==> src/rtl/cache_controller_pkg.sv <==
// rtl/cache_controller_pkg.sv - shared state encoding, base address and cache address field widths
package cache_controller_pkg;

    typedef enum logic [1:0] {
        IDLE      = 2'd0,
        READ_MISS = 2'd1,
        WRITE     = 2'd2
    } state_t;

    localparam logic [31:0] DEFAULT_BASE_ADDR = 32'd1024;

    localparam int TAG_W        = 10;
    localparam int INDEX_W      = 6;
    localparam int OFFSET_W     = 3;
    localparam int CACHE_ADDR_W = TAG_W + INDEX_W + OFFSET_W;

endpackage

==> src/rtl/sat_counter.sv <==
// rtl/sat_counter.sv - saturating up-counter with synchronous clear
module sat_counter #(
    parameter int W = 16
) (
    input  logic         clk,
    input  logic         clr,
    input  logic         inc,
    output logic [W-1:0] count
);

    // Clear wins over increment; once all-ones the count holds instead of wrapping.
    always_ff @(posedge clk) begin
        if (clr) begin
            count <= '0;
        end else if (inc && (count != {W{1'b1}})) begin
            count <= count + 1'b1;
        end
    end

endmodule

==> src/rtl/cache_controller.sv <==
// rtl/cache_controller.sv - write-through, no-write-allocate cache controller in front of an SRAM
module cache_controller
    import cache_controller_pkg::*;
#(
    parameter logic [31:0] BASE_ADDR = DEFAULT_BASE_ADDR,
    parameter int          CNT_W     = 16
) (
    input  logic                    clk,
    input  logic                    rst,
    input  logic                    mem_r_en,
    input  logic                    mem_w_en,
    input  logic [31:0]             address,
    input  logic [31:0]             wdata,
    output logic [31:0]             rdata,
    output logic                    ready,
    output logic [CACHE_ADDR_W-1:0] cache_address,
    output logic                    cache_read_en,
    input  logic                    cache_hit,
    input  logic [31:0]             cache_read_data,
    output logic                    cache_fill_en,
    output logic [63:0]             cache_fill_data,
    output logic                    cache_invalidate_en,
    output logic                    sram_r_en,
    output logic                    sram_w_en,
    output logic [31:0]             sram_address,
    output logic [31:0]             sram_wdata,
    input  logic [63:0]             sram_rdata,
    input  logic                    sram_ready,
    output logic [CNT_W-1:0]        hit_count,
    output logic [CNT_W-1:0]        miss_count
);

    state_t      state;
    state_t      next_state;
    logic [31:0] offset_addr;
    logic        hit_inc;
    logic        miss_inc;

    assign offset_addr     = address - BASE_ADDR;
    assign cache_address   = offset_addr[CACHE_ADDR_W-1:0];
    assign cache_fill_data = sram_rdata;
    assign sram_wdata      = wdata;
    // Line reads fetch the whole 64-bit line, so drop the in-line byte offset.
    assign sram_address    = (state == READ_MISS) ? {offset_addr[31:3], 3'b000} : offset_addr;

    // State register; reset abandons any in-flight miss or write.
    always_ff @(posedge clk) begin
        if (rst) begin
            state <= IDLE;
        end else begin
            state <= next_state;
        end
    end

    // Next-state logic; a store always wins over a simultaneous load.
    always_comb begin
        next_state = state;
        case (state)
            IDLE: begin
                if (mem_w_en) begin
                    next_state = WRITE;
                end else if (mem_r_en && !cache_hit) begin
                    next_state = READ_MISS;
                end
            end
            READ_MISS: begin
                if (sram_ready) begin
                    next_state = IDLE;
                end
            end
            WRITE: begin
                if (sram_ready) begin
                    next_state = IDLE;
                end
            end
            default: next_state = IDLE;
        endcase
    end

    // Output decode; the cache is only looked up from IDLE so a miss leaves LRU untouched.
    always_comb begin
        ready               = 1'b0;
        rdata               = '0;
        cache_read_en       = 1'b0;
        cache_fill_en       = 1'b0;
        cache_invalidate_en = 1'b0;
        sram_r_en           = 1'b0;
        sram_w_en           = 1'b0;
        hit_inc             = 1'b0;
        miss_inc            = 1'b0;
        case (state)
            IDLE: begin
                if (mem_w_en) begin
                    cache_invalidate_en = 1'b1;
                end else if (mem_r_en) begin
                    cache_read_en = 1'b1;
                    if (cache_hit) begin
                        ready   = 1'b1;
                        rdata   = cache_read_data;
                        hit_inc = 1'b1;
                    end else begin
                        miss_inc = 1'b1;
                    end
                end else begin
                    ready = 1'b1;
                end
            end
            READ_MISS: begin
                sram_r_en = 1'b1;
                if (sram_ready) begin
                    cache_fill_en = 1'b1;
                    ready         = 1'b1;
                    rdata         = cache_address[2] ? sram_rdata[63:32] : sram_rdata[31:0];
                end
            end
            WRITE: begin
                sram_w_en = 1'b1;
                ready     = sram_ready;
            end
            default: ;
        endcase
    end

    sat_counter #(.W(CNT_W)) u_hit_counter (
        .clk   (clk),
        .clr   (rst),
        .inc   (hit_inc),
        .count (hit_count)
    );

    sat_counter #(.W(CNT_W)) u_miss_counter (
        .clk   (clk),
        .clr   (rst),
        .inc   (miss_inc),
        .count (miss_count)
    );

endmodule
==> config.mk <==
export PLATFORM = sky130hd
export DESIGN_NAME = cache_controller
export DESIGN_NICKNAME = d
export VERILOG_FILES = /design/src/rtl/cache_controller_pkg.sv /design/src/rtl/sat_counter.sv /design/src/rtl/cache_controller.sv
export SDC_FILE = /design/constraint.sdc
export NUM_CORES = 1
export LEC_CHECK = 0
export ABC_AREA = 1
export CAP_MARGIN = 20
export CORE_AREA = 8 8 144 146
export DETAILED_ROUTE_END_ITERATION = 10
export DIE_AREA = 0 0 152 154
export PLACE_DENSITY = 0.65
export SYNTH_ARGS = -nofsm -noshare
export SYNTH_HDL_FRONTEND = slang
export SYNTH_SLANG_ARGS = --single-unit
==> constraint.sdc <==
create_clock -name clk -period 1.3 [get_ports clk]
set_input_delay 0.195 -clock clk [delete_from_list [all_inputs] [get_ports clk]]
set_output_delay 0.195 -clock clk [all_outputs]
set_load 0.005 [all_outputs]
==> impl_metrics.tcl <==
set metrics [dict create \
    hold_path_class "in2out" \
    place.gp.congestion 0.891 \
    worstPathRequired_ps 1110 \
    pre_cts_slack_ps -950 \
    ant_nets 0 \
    grt-ovfl-total 0 \
    first_global_vias 5598 \
    worstMarginPinSlew_ps 429 \
    min_period_ps 1930 \
    dieArea_um2 23400 \
    htree_levels 2 \
    ys_ff_latch 34 \
    die_h_um 154 \
    worst-path-buf-inv 6 \
    fmax_mhz 518 \
    nets 1210 \
    syn_avg_cell_area_um2 5.99 \
    drive_above_1_share_pct 43.1 \
    drv_cap 0 \
    p_per_area_nw_per_um2 474 \
    dp_hpwl_um 17000 \
    avgViaCountPerCell 4.41 \
    layout_setup_ws_ps -630 \
    synth_area_um2 4150 \
    grt_max_degree 16 \
    cp_data_arrival_time_ps 1740 \
    cpLargestDelayFamily "buffers and inverters" \
    met1_length_um 8330 \
    crit_chain "inv_4 > ha_4 > nand2_2 > inv_2 > nand2_4 > nor2_4 > buf_12 > buf_12 > buf_16 > nand2_2 > o21ai_2 > buf_2" \
    maxSlewViolCount 0 \
    postRouteWirelength_um 22400 \
    pin_count 383 \
    path_clk_slew_ps 50 \
    ff2ff_setup_slack_ps -280 \
    rsz0062_at_grt "true" \
    drt_iter0_drc 216 \
    yosysSeqAreaShare_pct 16.4 \
    fillers 1839 \
    status "finished, violations left" \
    cpPeakStageDelay_ps 350 \
    grt_pass1_wl_um 32600 \
    drc 0 \
    syn_to_final_growth_pct 107 \
    finish.utilization_pct 46.6 \
    highest_layer "met5" \
    power.leakage_nw 4.02 \
    cts_buffer_depth 2 \
    setup_viol 88 \
    fin_crit_sh_pct 148 \
    vias 5632 \
    cts_tree "built" \
    slew_headroom_pct 71.4 \
    seq_area_um2 721 \
    start_util_pct 22.5 \
    track_usage_pct 17.6 \
    synth_nets 865 \
    core_um2 18500 \
    ir_worst_vdd_uv 495 \
    cts_buffers 5 \
    violations "setup timing" \
    crit_type "reg2out" \
    finalHoldViolCount 0 \
    startpoint_type "flip-flop" \
    crit_slowest_cell "dfxtp_4" \
    crit_path_end_kind "primary output" \
    drtPass1Iterations 4 \
    numPortBuffers 297 \
    die_w_um 152 \
    yosysWarnings 0 \
    synth.distinct_cells 25 \
    numClockSinks 34 \
    route.met2.wl_um 11200 \
    cp_max_fo 8 \
    final.setup.tns_ps -28400 \
    wl_met3_um 1770 \
    synthCells 692 \
    holdWs_ps 390 \
    antenna_found_initial 7 \
    power_mw 4.08 \
    num_rows 50 \
    fin_skew_ps 4.22 \
    wire_per_inst_um 17.5 \
    multi_input_area_um2 2930 \
    cts_root_buf "clkbuf_16" \
    clk_latency_ps 280 \
]
state kept, by name, summed over array words and instances (netlist names):
name / flops
u_miss_counter.count: 16
state: 2
u_hit_counter.count: 16
routing by layer:
| metal | GRT usage (%) | up-vias |
|---|---|---|
| li1 | - | 2763 |
| met1 | 18.7 | 2549 |
| met2 | 31.0 | 260 |
| met3 | 5.77 | 58 |
| met4 | 8.57 | 2 |
| met5 | 0 | - |
synthesized netlist by cell type:
cell type  number  area [µm²]
nand2_1       165         619
buf_4         122         916
nor2_1        105         394
o21ai_0        63         315
inv_1          50         188
dfxtp_1        34         681
nand3_1        27         135
a21oi_1        20         100
xor2_1         20         175
nand4_1        13        81.3
clkbuf_1       12        45.0
xnor2_1        10        87.6
a21oi_2         9        78.8
ha_1            7        87.6
nand2_2         7        43.8
o21ai_1         6        30.0
buf_6           4        45.0
nor2_2          4        25.0
nor2_4          4        45.0
buf_2           3        15.0
inv_2           2        7.51
nand3b_1        2        15.0
clkinv_1        1        3.75
nor3_1          1        5.00
o21ai_2         1        8.76
layout make-up:
type / count / area share [%]
well taps: 234 / 3.41
multi-input cells: 464 / 34.0
inverters: 53 / 2.82
repair buffers: 479 / 49.3
clock inverters: 3 / 0.466
diodes: 6 / 0.175
flip-flops and latches: 34 / 8.38
clock buffers: 5 / 1.46
where the power goes:
group | switching [mW] | internal, mW
logic | 0.710 | 0.969
clock network | 0.450 | 0.896
registers | 0.00952 | 1.04
total | 1.17 | 2.91
kinds of logic after synthesis:
family	Yosys count	share of synthesized area (%)
and+or+nand+nor	328	32.9
AOI/OAI and AO/OA	99	12.9
adders and majority gates	7	2.11
buffers and inverters	194	29.4
DFF	34	16.4
xor gates and xnor gates	30	6.33
timing repair:
item | CTS | global route
gates cloned | 6 | 1
pin swaps | 62 | 38
endpoints found under the setup margin | 204 | 98
hold buffers | 0 | 0
gates resized for setup | 611 | 98
setup buffers | 37 | 7
through the flow:
stage	cell area (µm²)	cells
2_1_floorplan	4310	692
3_3_place_gp	7650	1221
3_5_place_dp	7650	1221
4_1_cts	8300	1268
5_1_grt	8600	1278
6_report	8600	1278
layout by cell type (no fill, tap or decap), types with 6 or more instances in the layout:
master             n
buf_4            145
nand2_1          123
clkdlybuf4s50_1  106
dlygate4sd2_1    102
nor2_1            76
buf_2             60
inv_1             39
nand2_2           34
o21ai_1           33
buf_6             33
nor2_4            27
o21ai_0           20
nand3_1           20
xor2_1            18
dfxtp_1           16
a21oi_2           15
nand2_4           14
o21ai_2           14
a21oi_1           14
nand4_1           13
dfxtp_2           11
nor2_2            10
buf_12            10
buf_8              8
clkbuf_2           7
dfxtp_4            7
diode_2            6
ha_4               6
clkbuf_16          6
worst reg2reg max path: stages (launching register included):
cell and delay, ps:
dfxtp_4 350, inv_4 60, ha_4 130, nand2_2 40
inv_2 70, nand2_4 60, buf_4 170, inv_8 60
nand2_4 50, nor2_4 170, buf_6 160, nand2_1 80
a21oi_2 120
final timing paths:
kind,depth (start not counted),to,startpoint
setup / recovery,12,rdata[17],state[0]
hold / removal,0,sram_wdata[31],wdata[31]
setup reg to reg,12,u_hit_counter.count[9],state[0]
hold reg to reg,3,u_hit_counter.count[14],u_hit_counter.count[14]
Power figures use the tool's default switching activity.
